===== src/rtl/hex_display_pkg.sv =====
`default_nettype none
// ============================================================================
// Module   : hex_display_pkg
// Purpose  : Seven-segment encodings and BCD sizing helper for the display.
// Revision : 1.0 - initial release
// ============================================================================
package hex_display_pkg;

    localparam logic [6:0] SEG_BLANK = 7'h7F;
    localparam logic [6:0] SEG_DASH  = 7'h3F;

    // Active-low patterns, entry 0 is the rightmost element.
    localparam logic [15:0][6:0] SEG_TABLE = {
        7'h0E, 7'h06, 7'h21, 7'h46, 7'h03, 7'h08, 7'h10, 7'h00,
        7'h78, 7'h02, 7'h12, 7'h19, 7'h30, 7'h24, 7'h79, 7'h40
    };

    function automatic int bcd_digit_count(input int data_w);
        return (data_w + 2) / 3 + 1;
    endfunction

endpackage
`default_nettype wire


===== src/rtl/hex_display_ctrl_bin2bcd_seq.sv =====
`default_nettype none
// ============================================================================
// Module   : bin2bcd_seq
// Purpose  : Sequential double-dabble converter, one iteration per clock.
// Revision : 1.0 - initial release
// ============================================================================
module bin2bcd_seq
    import hex_display_pkg::*;
#(
    parameter int DATA_W     = 18,
    parameter int BCD_DIGITS = bcd_digit_count(DATA_W)
) (
    input  logic                    i_clk,
    input  logic                    i_rst_n,
    input  logic                    i_start,
    input  logic [DATA_W-1:0]       i_bin,
    output logic                    o_busy,
    output logic                    o_done,
    output logic [4*BCD_DIGITS-1:0] o_bcd
);

    localparam int c_CNT_W = $clog2(DATA_W + 1);

    localparam logic [1:0] c_IDLE  = 2'd0;
    localparam logic [1:0] c_SHIFT = 2'd1;
    localparam logic [1:0] c_DONE  = 2'd2;

    logic [1:0]              r_state;
    logic [1:0]              w_state_next;
    logic                    w_load;
    logic                    w_step;
    logic [DATA_W-1:0]       r_shift;
    logic [4*BCD_DIGITS-1:0] r_bcd;
    logic [4*BCD_DIGITS-1:0] w_bcd_adj;
    logic [c_CNT_W-1:0]      r_cnt;

    always_ff @(posedge i_clk or negedge i_rst_n) begin
        if (!i_rst_n) r_state <= c_IDLE;
        else          r_state <= w_state_next;
    end

    always_comb begin
        w_state_next = r_state;
        w_load       = 1'b0;
        w_step       = 1'b0;
        o_busy       = 1'b1;
        o_done       = 1'b0;
        case (r_state)
            c_IDLE: begin
                o_busy = 1'b0;
                if (i_start) begin
                    w_load       = 1'b1;
                    w_state_next = (DATA_W == 1) ? c_DONE : c_SHIFT;
                end
            end
            c_SHIFT: begin
                w_step = 1'b1;
                if (r_cnt == c_CNT_W'(DATA_W - 1)) w_state_next = c_DONE;
            end
            c_DONE: begin
                o_done       = 1'b1;
                w_state_next = c_IDLE;
            end
            default: w_state_next = c_IDLE;
        endcase
    end

    always_comb begin
        w_bcd_adj = r_bcd;
        for (int d = 0; d < BCD_DIGITS; d++) begin
            if (r_bcd[4*d +: 4] >= 4'd5) w_bcd_adj[4*d +: 4] = r_bcd[4*d +: 4] + 4'd3;
        end
    end

    // The load edge already performs the first iteration, since add-3 on an
    // all-zero BCD register is a no-op; the result is ready one cycle early.
    always_ff @(posedge i_clk or negedge i_rst_n) begin
        if (!i_rst_n) begin
            r_shift <= '0;
            r_bcd   <= '0;
            r_cnt   <= '0;
        end else if (w_load) begin
            r_bcd   <= {{(4*BCD_DIGITS-1){1'b0}}, i_bin[DATA_W-1]};
            r_shift <= i_bin << 1;
            r_cnt   <= c_CNT_W'(1);
        end else if (w_step) begin
            r_bcd   <= {w_bcd_adj[4*BCD_DIGITS-2:0], r_shift[DATA_W-1]};
            r_shift <= r_shift << 1;
            r_cnt   <= r_cnt + c_CNT_W'(1);
        end
    end

    assign o_bcd = r_bcd;

endmodule
`default_nettype wire


===== src/rtl/hex_display_ctrl.sv =====
`default_nettype none
// ============================================================================
// Module   : hex_display_ctrl
// Purpose  : Multi-digit seven-segment driver, hex or decimal, with blanking.
// Revision : 1.0 - initial release
// ============================================================================
module hex_display_ctrl
    import hex_display_pkg::*;
#(
    parameter int NUM_DIGITS = 5,
    parameter int DATA_W     = 18,
    parameter int BLINK_DIV  = 25000000
) (
    input  logic                    clk_clk,
    input  logic                    reset_reset_n,
    input  logic                    wr_en,
    input  logic [DATA_W-1:0]       wr_data,
    input  logic                    mode,
    input  logic                    lz_blank,
    input  logic                    blink_en,
    output logic                    busy,
    output logic                    overflow,
    output logic [7*NUM_DIGITS-1:0] hex_out
);

    localparam int c_BCD_DIGITS = bcd_digit_count(DATA_W);
    localparam int c_DIG_W      = 4 * NUM_DIGITS;
    localparam int c_BLINK_W    = (BLINK_DIV > 1) ? $clog2(BLINK_DIV) : 1;

    logic                              w_accept;
    logic                              w_conv_start;
    logic                              w_conv_busy;
    logic                              w_conv_done;
    logic                              w_take_bcd;
    logic [4*c_BCD_DIGITS-1:0]         w_conv_bcd;
    logic [c_DIG_W+4*c_BCD_DIGITS-1:0] w_bcd_wide;
    logic [c_DIG_W+4*c_BCD_DIGITS-1:0] w_bcd_hi;
    logic [c_DIG_W+DATA_W-1:0]         w_hex_wide;
    logic [c_DIG_W+DATA_W-1:0]         w_hex_hi;
    logic [c_DIG_W-1:0]                r_digits;
    logic [c_DIG_W-1:0]                w_src_digits;
    logic                              r_dig_ovf;
    logic                              w_src_ovf;
    logic                              r_mode;
    logic                              r_overflow;
    logic [c_BLINK_W-1:0]              r_blink_cnt;
    logic                              r_blink_off;
    logic                              w_phase_off;
    logic [7*NUM_DIGITS-1:0]           r_hex_out;
    logic [7*NUM_DIGITS-1:0]           w_hex_next;
    logic                              w_zero_run;
    logic [3:0]                        w_nib;
    logic [6:0]                        w_seg;

    assign w_accept     = wr_en && !w_conv_busy;
    assign w_conv_start = w_accept && mode;
    assign w_take_bcd   = w_conv_done && r_mode;

    bin2bcd_seq #(
        .DATA_W     (DATA_W),
        .BCD_DIGITS (c_BCD_DIGITS)
    ) u_bin2bcd (
        .i_clk   (clk_clk),
        .i_rst_n (reset_reset_n),
        .i_start (w_conv_start),
        .i_bin   (wr_data),
        .o_busy  (w_conv_busy),
        .o_done  (w_conv_done),
        .o_bcd   (w_conv_bcd)
    );

    // Zero-extend before splitting so any digit count / width mix is legal.
    assign w_bcd_wide = {{c_DIG_W{1'b0}}, w_conv_bcd};
    assign w_bcd_hi   = w_bcd_wide >> c_DIG_W;
    assign w_hex_wide = {{c_DIG_W{1'b0}}, wr_data};
    assign w_hex_hi   = w_hex_wide >> c_DIG_W;

    // A finished conversion bypasses the digit store so the display and
    // overflow change on the same edge that busy falls.
    assign w_src_digits = w_take_bcd ? w_bcd_wide[c_DIG_W-1:0] : r_digits;
    assign w_src_ovf    = w_take_bcd ? (|w_bcd_hi) : r_dig_ovf;

    always_ff @(posedge clk_clk or negedge reset_reset_n) begin
        if (!reset_reset_n) begin
            r_digits  <= '0;
            r_dig_ovf <= 1'b0;
            r_mode    <= 1'b0;
        end else if (w_accept) begin
            r_mode <= mode;
            if (!mode) begin
                r_digits  <= w_hex_wide[c_DIG_W-1:0];
                r_dig_ovf <= |w_hex_hi;
            end
        end else if (w_take_bcd) begin
            r_digits  <= w_src_digits;
            r_dig_ovf <= w_src_ovf;
        end
    end

    assign w_phase_off = blink_en && r_blink_off;

    always_comb begin
        w_hex_next = '1;
        w_zero_run = 1'b1;
        w_nib      = '0;
        w_seg      = SEG_BLANK;
        for (int i = NUM_DIGITS - 1; i >= 0; i--) begin
            w_nib      = w_src_digits[4*i +: 4];
            w_zero_run = w_zero_run && (w_nib == 4'd0);
            if (w_phase_off)                           w_seg = SEG_BLANK;
            else if (w_src_ovf)                        w_seg = SEG_DASH;
            else if (lz_blank && w_zero_run && i != 0) w_seg = SEG_BLANK;
            else                                       w_seg = SEG_TABLE[w_nib];
            w_hex_next[7*i +: 7] = w_seg;
        end
    end

    always_ff @(posedge clk_clk or negedge reset_reset_n) begin
        if (!reset_reset_n) begin
            r_hex_out   <= '1;
            r_overflow  <= 1'b0;
            r_blink_cnt <= '0;
            r_blink_off <= 1'b0;
        end else begin
            r_hex_out  <= w_hex_next;
            r_overflow <= w_src_ovf;
            if (!blink_en) begin
                r_blink_cnt <= '0;
                r_blink_off <= 1'b0;
            end else if (r_blink_cnt == c_BLINK_W'(BLINK_DIV - 1)) begin
                r_blink_cnt <= '0;
                r_blink_off <= ~r_blink_off;
            end else begin
                r_blink_cnt <= r_blink_cnt + c_BLINK_W'(1);
            end
        end
    end

    assign busy     = w_conv_busy;
    assign overflow = r_overflow;
    assign hex_out  = r_hex_out;

endmodule
`default_nettype wire


===== config.mk =====
export PLATFORM = sky130hd
export DESIGN_NAME = hex_display_ctrl
export DESIGN_NICKNAME = d
export VERILOG_FILES = /design/src/rtl/hex_display_pkg.sv /design/src/rtl/hex_display_ctrl_bin2bcd_seq.sv /design/src/rtl/hex_display_ctrl.sv
export SDC_FILE = /design/constraint.sdc
export NUM_CORES = 1
export LEC_CHECK = 0
export CAP_MARGIN = 40
export CORE_MARGIN = 4
export CORE_UTILIZATION = 29
export DETAILED_ROUTE_END_ITERATION = 6
export PLACE_DENSITY = 0.44
export SYNTH_ARGS = -nofsm -noshare
export SYNTH_HDL_FRONTEND = slang
export SYNTH_SLANG_ARGS = --single-unit

===== constraint.sdc =====
create_clock -name clk_clk -period 2.8 [get_ports clk_clk]
set_input_delay 0.84 -clock clk_clk [delete_from_list [all_inputs] [get_ports clk_clk]]
set_output_delay 0.84 -clock clk_clk [all_outputs]
set_load 0.05 [all_outputs]

## Word level (Yosys, flattened, before mapping)

Memories as Yosys holds them, arrays and structs flattened.
Index checks and enable logic that the tools add are counted.

- Bits in registers: 137
- Bits in read-only memories: 560
- Input bits: 24
- Output and inout bits: 37
- Memories kept: 5

- Add/subtract/negate cells: 9
- Magnitude comparators: 12
- Equality and inequality tests: 8
- Multiplexer cells: 52
- Bitwise logic cells: 1
- Reduce and logical (&&, ||, !) cells: 21

Memory list:

| memory | words | bits a word | rd ports | clocked after Yosys merged registers in | wr ports | line | source |
|---|---|---|---|---|---|---|---|
| (name not given) | 16 | 7 | 1 | 0 | 0 | hex_display_ctrl.sv:113 | `else w_seg = SEG_TABLE[w_nib];` |
| (name not given) | 16 | 7 | 1 | 0 | 0 | hex_display_ctrl.sv:113 |  |
| (name not given) | 16 | 7 | 1 | 0 | 0 | hex_display_ctrl.sv:113 |  |
| (name not given) | 16 | 7 | 1 | 0 | 0 | hex_display_ctrl.sv:113 |  |
| (name not given) | 16 | 7 | 1 | 0 | 0 | hex_display_ctrl.sv:113 |  |

Operator list:

| cell | number |
|---|---|
| 7-bit two-way mux | 19 |
| 20-bit two-way mux | 4 |
| 28-bit two-way mux | 2 |
| 25-bit two-way mux | 2 |
| 18-bit two-way mux | 2 |
| 4-bit by 3-bit >= comparator with 1-bit output (second input constant) | 7 |
| 25-bit by 1-bit adder with 25-bit output (second input constant) | 1 |
| 25-bit == test (second input constant) | 1 |
| 4-bit by 5-bit less-than comparator with 1-bit output (second input constant) | 5 |
| 4-bit by 2-bit adder with 4-bit output (second input constant) | 6 |
| 4-bit two-way mux | 6 |
| 4-bit logical NOT | 4 |
| 1-bit logical AND | 11 |
| 1-bit two-way mux | 11 |
| 5-bit two-way mux | 2 |
| 8-bit OR reduction | 1 |
| 2-bit by 1-bit inequality test with 1-bit output (second input constant) | 3 |
| 5-bit by 1-bit adder with 5-bit output (second input constant) | 1 |
| 5-bit == test (second input constant) | 1 |
| 2-bit two-way mux | 2 |
| 2-bit case mux with 2 select lines | 1 |
| 2-bit AND reduction | 2 |
| 2-bit nonzero test | 2 |
| 3-bit by 2-bit adder with 3-bit output (second input constant) | 1 |
| 6 further kinds | 6 |

## Logic depth before layout (Yosys ltp)

- Depth after elaboration: 12
- Gate-level depth with buffers: 14
- Gate-level depth less buffers: 10

## Cells and area by module

From an unflattened synthesis, not the netlist that was laid out.

- Cells, all modules: 793
- Area total of the unflattened synthesis: 7,742.4 sq um

By module, submodules not included:

| module | times used | cells an instance | area an instance (sq um) |
|---|---|---|---|
| hex_display_ctrl | 1 | 520 | 4,902.2 |
| bin2bcd_seq | 1 | 273 | 2,840.2 |

## Least setup slack after synthesis

No wires, ideal clock.

- Path kind: reg2reg
- Start point: register u_bin2bcd.r_state[0]
- End point: register r_hex_out[13] (netlist: hex_out[13])
- Arrival: 2.602 ns
- Path slack: 0.115 ns
- Cell stages (with the launch flop): 13
- Buffers on the path: 3
- Cells stage by stage: dfrtp_1 nand3b_4 buf_6 buf_2 buf_2 nand2_1 a21boi_0 ha_1 nand4_1 nor4_1 mux2_4 nand3_1 a41oi_1

- Longest elaborated chain between the ends: 12

Ends and longest elaborated chain:

| what | line | source |
|---|---|---|
| start, declared | hex_display_ctrl_bin2bcd_seq.sv:28 | `logic [1:0] r_state;` |
| start signal, assigned | hex_display_ctrl_bin2bcd_seq.sv:38 | `if (!i_rst_n) r_state <= c_IDLE;` |
| start signal, assigned | hex_display_ctrl_bin2bcd_seq.sv:39 | `else r_state <= w_state_next;` |
| 2-bit == test (*) | hex_display_ctrl_bin2bcd_seq.sv:48 | `case (r_state)` |
| 1-bit two-way mux (*) | hex_display_ctrl_bin2bcd_seq.sv:48 |  |
| 1-bit logical AND (*) | hex_display_ctrl.sv:57 | `assign w_take_bcd = w_conv_done && r_mode;` |
| branches (longest 7 deep; another with memory 16 x 7 bit) | -- |  |
| 7-bit two-way mux (*) | hex_display_ctrl.sv:111 | `else if (w_src_ovf) w_seg = SEG_DASH;` |
| 7-bit two-way mux (*) | hex_display_ctrl.sv:110 | `if (w_phase_off) w_seg = SEG_BLANK;` |
| via w_hex_next[13] | hex_display_ctrl.sv:50 | `logic [7*NUM_DIGITS-1:0] w_hex_next;` |
| end signal, assigned | hex_display_ctrl.sv:125 | `r_hex_out <= w_hex_next;` |
| end, declared | hex_display_ctrl.sv:49 | `logic [7*NUM_DIGITS-1:0] r_hex_out;` |

Mark *: on every way through the listed nets, which the timed path passes. The select of a mux whose other input is x is not followed.
A chain may end at the register's enable or synchronous reset.

## Final worst setup path

- Start point: register r_hex_out[20] (netlist: hex_out[20])
- End point: output hex_out[20]

RTL lines:

| what | line | source |
|---|---|---|
| end, declared | hex_display_ctrl.sv:23 | `output logic [7*NUM_DIGITS-1:0] hex_out` |

No word-level cell between the ends.

==> results.yml <==
sta:
  fin_crit_sh_pct: 92.93
  slew-limit-headroom_pct: 51.03
  fin_tns_setup_ps: 0
  fin_skew_ps: 12.84
  rsz0062_at_grt: "false"
  slew_violations: 0
  worstMarginPinSlew_ps: 731.3
  final_hold_viol_count: 0
  fin_crit_ps: 2602
  setup_violations: 0
  clock.fmax_mhz: 384.3
drt:
  drt_iter0_drc: 312
  totalWireLength_um: 21050
  avgViaCountPerCell: 4.919
  dr_total_vias: 6247
  dr.pass1.iters: 4
  final_antenna_net_count: 0
  wire_per_inst_um: 16.58
  drc: 0
layout:
  fin_cells: 1270
  area.growth.synth_to_final_pct: 21.73
  diodes: 0
  drive_gt1_share_pct: 13.89
  utilization_pct: 35.84
  fill_cells: 2781
  fin_nets: 988
run:
  max_cap_viol_count: 0
logic_synthesis:
  yosysWarnings: 0
  yosysSeqAreaShare_pct: 43.56
  synth_edf_count: 0
  syn-num-nets: 920
  ys_ff_latch: 136
  synth_cells: 848
  synth_area_mm2: 0.007913
  synth.avg_cell_area_um2: 9.331
  ys_types: 68
  synth_flop_cell: "dfrtp_1"
  ys_async_sr_fraction_pct: 100.0
clock_network:
  cts_tree: "yes"
  cts.clk_slew.worst_paths_ps: 70
  cts_root_buf: "clkbuf_16"
  post_cts_buffers: 0
  cts_buffer_depth: 2
  cts_num_sinks: 136
  cts_buffers: 17
  htreeDepth: 4
  ctsHoldBuffers: 0
  insertion_delay_ps: 420
critical_path:
  crit_fanout: 1
  r2r-end: "hex_out[34]$_DFF_PN1_"
  ff2ff_setup_slack_ps: 250
  cp_num_cells: 1
  crit_required_ps: 1960
  timing.rr.start: "u_bin2bcd.r_state[0]$_DFFE_PN0P_"
  cpPeakStageDelay_ps: 800
  worstPathBufferInverterCount: 1
  cp-end-kind: "output pin"
  path_cells: "clkdlybuf4s50_1"
  cp_slowest_cell: "clkdlybuf4s50_1"
  crit_type: "flip-flop to output pin"
  rr_worst_depth: 8
  cp-start-kind: "flip-flop"
  arrival_ps: 1760
  crit_family: "buffers and inverters"
floorplanning:
  die-area_mm2: 0.02999
  initial_core_util_pct: 29.44
  rows: 60
  fp.dieW_um: 173.2
  die_h_um: 173.2
  core-area_mm2: 0.02688
  io-pin-count: 61
pwr:
  peakVddDrop_uv: 399.8
  powerDensity_mw_per_mm2: 1155
  p_leak_nw: 4.266
grt:
  grt_pass1_vias: 6224
  grt_pass1_wl_um: 34810
  antenna_found_initial: 0
  track_usage_pct: 14.12
  grt_start_max_net_pins: 54
  overflow: 0
placed_design:
  io_buffers: 60
  gp_congestion: 0.7869
  dp_cells: 1237
  hpwl_um: 14900
worst_hold_path:
  hold_class: "primary input to async pin"
outcome:
  status: "finished clean"
synthesized netlist by cell type, types with 9 or more instances:
cell type,number,share of area (%)
dfrtp_1,101,32
nand2_1,98,4.6
nor2_1,92,4.4
nand3_1,49,3.1
ha_1,48,7.6
o21ai_0,41,2.6
inv_1,38,1.8
dfstp_2,35,12
a21oi_1,30,1.9
clkbuf_1,27,1.3
xor2_1,25,2.8
mux2i_1,20,2.5
o22ai_1,20,1.6
a22oi_1,19,1.8
nand2b_1,14,1.1
xnor2_1,14,1.5
buf_2,12,0.76
nand4_1,11,0.87
mux2_2,10,1.4
o211ai_1,10,0.95
nor3_1,9,0.57
o31ai_1,9,0.85
placed cells by master (no fill, tap or decap), types with 25 or more instances in the layout:
cell	count
a21oi_1	30
buf_4	31
clkdlybuf4s50_1	58
dfrtp_1	100
dfstp_2	35
ha_1	48
inv_1	38
nand2_1	98
nand3_1	49
nor2_1	92
o21ai_0	40
xor2_1	25
state kept, by name, indices dropped and copies added (netlist names):
signal             count
hex_out               35
u_bin2bcd.o_bcd       28
r_blink_cnt           25
r_digits              20
u_bin2bcd.r_shift     17
u_bin2bcd.r_cnt        5
u_bin2bcd.r_state      2
overflow               1
r_blink_off            1
r_dig_ovf              1
r_mode                 1
through the flow:
stage / area, µm² / power [mW] / setup WS (ps) / hold WS (ps)
final: 9632 / 11.12 / 197.9 / 340.4
after global routing: 9632 / 12.04 / 1.591 / 366.4
after CTS: 9617 / 11.25 / 70.64 / 357.2
after detailed placement: 9022 / 8.899 / 211.1 / 463.9
after global placement: 9015 / 8.893 / 246.2 / 463.3
after floorplan: 7913 / 7.232 / 115.2 / 445.8
where the power goes:
group          internal, mW  total [mW]  switching (mW)  leakage (nW)
logic                  2.06        5.30            3.25          2.32
registers              2.85        3.52           0.668          1.66
clock network          1.29        2.30            1.00         0.292
total                  6.21        11.1            4.92          4.27
layer usage:
metal  share of wire (%)  GRT usage (%)
met5                   0              0
met3                 2.7          2.777
met4                0.76          2.893
met2                  43          21.03
met1                  53          21.30
logic make-up (layout without fill, tap and decap cells):
group                    Yosys count  count (layout)  synth area share, %
AND/OR/NAND/NOR                  326             327                20.18
AO/OA/AOI/OAI                    184             184                15.70
flip-flops                       136             136                43.56
buffers and inverters             84             164                4.507
adder cells (fa/ha/maj)           48              48                7.590
XOR/XNOR                          39              39                4.317
multiplexers                      31              31                4.143
how the worst max path moves through the flow:
stage,slack (ps),from,end
detailed placement,210,u_bin2bcd.r_state[0]$_DFFE_PN0P_,hex_out[28]$_DFF_PN1_
floorplan,120,u_bin2bcd.r_state[0]$_DFFE_PN0P_,hex_out[13]$_DFF_PN1_
global route,2,u_bin2bcd.r_state[0]$_DFFE_PN0P_,hex_out[13]$_DFF_PN1_
global placement,250,wr_en,u_bin2bcd.r_shift[5]$_DFFE_PN0P_
finish,200,hex_out[20]$_DFF_PN1_,hex_out[20]
CTS,70,u_bin2bcd.r_state[1]$_DFFE_PN0P_,busy
timing repair:
item	in CTS	in global routing
endpoints found under the setup margin	0	12
resized for setup	0	4
hold endpoints to repair	0	0
final cells by class:
class / count / area (µm²) / area share [%]
inverter: 38 / 142.6 / 1.481
multi-input combinational: 629 / 4123 / 42.80
clock buffer: 18 / 439.2 / 4.560
tap: 341 / 426.7 / 4.430
clock inverter: 14 / 155.1 / 1.611
timing repair buffer: 94 / 897.1 / 9.314
sequential: 136 / 3448 / 35.80
No activity file was read; power rests on OpenSTA's default activity.
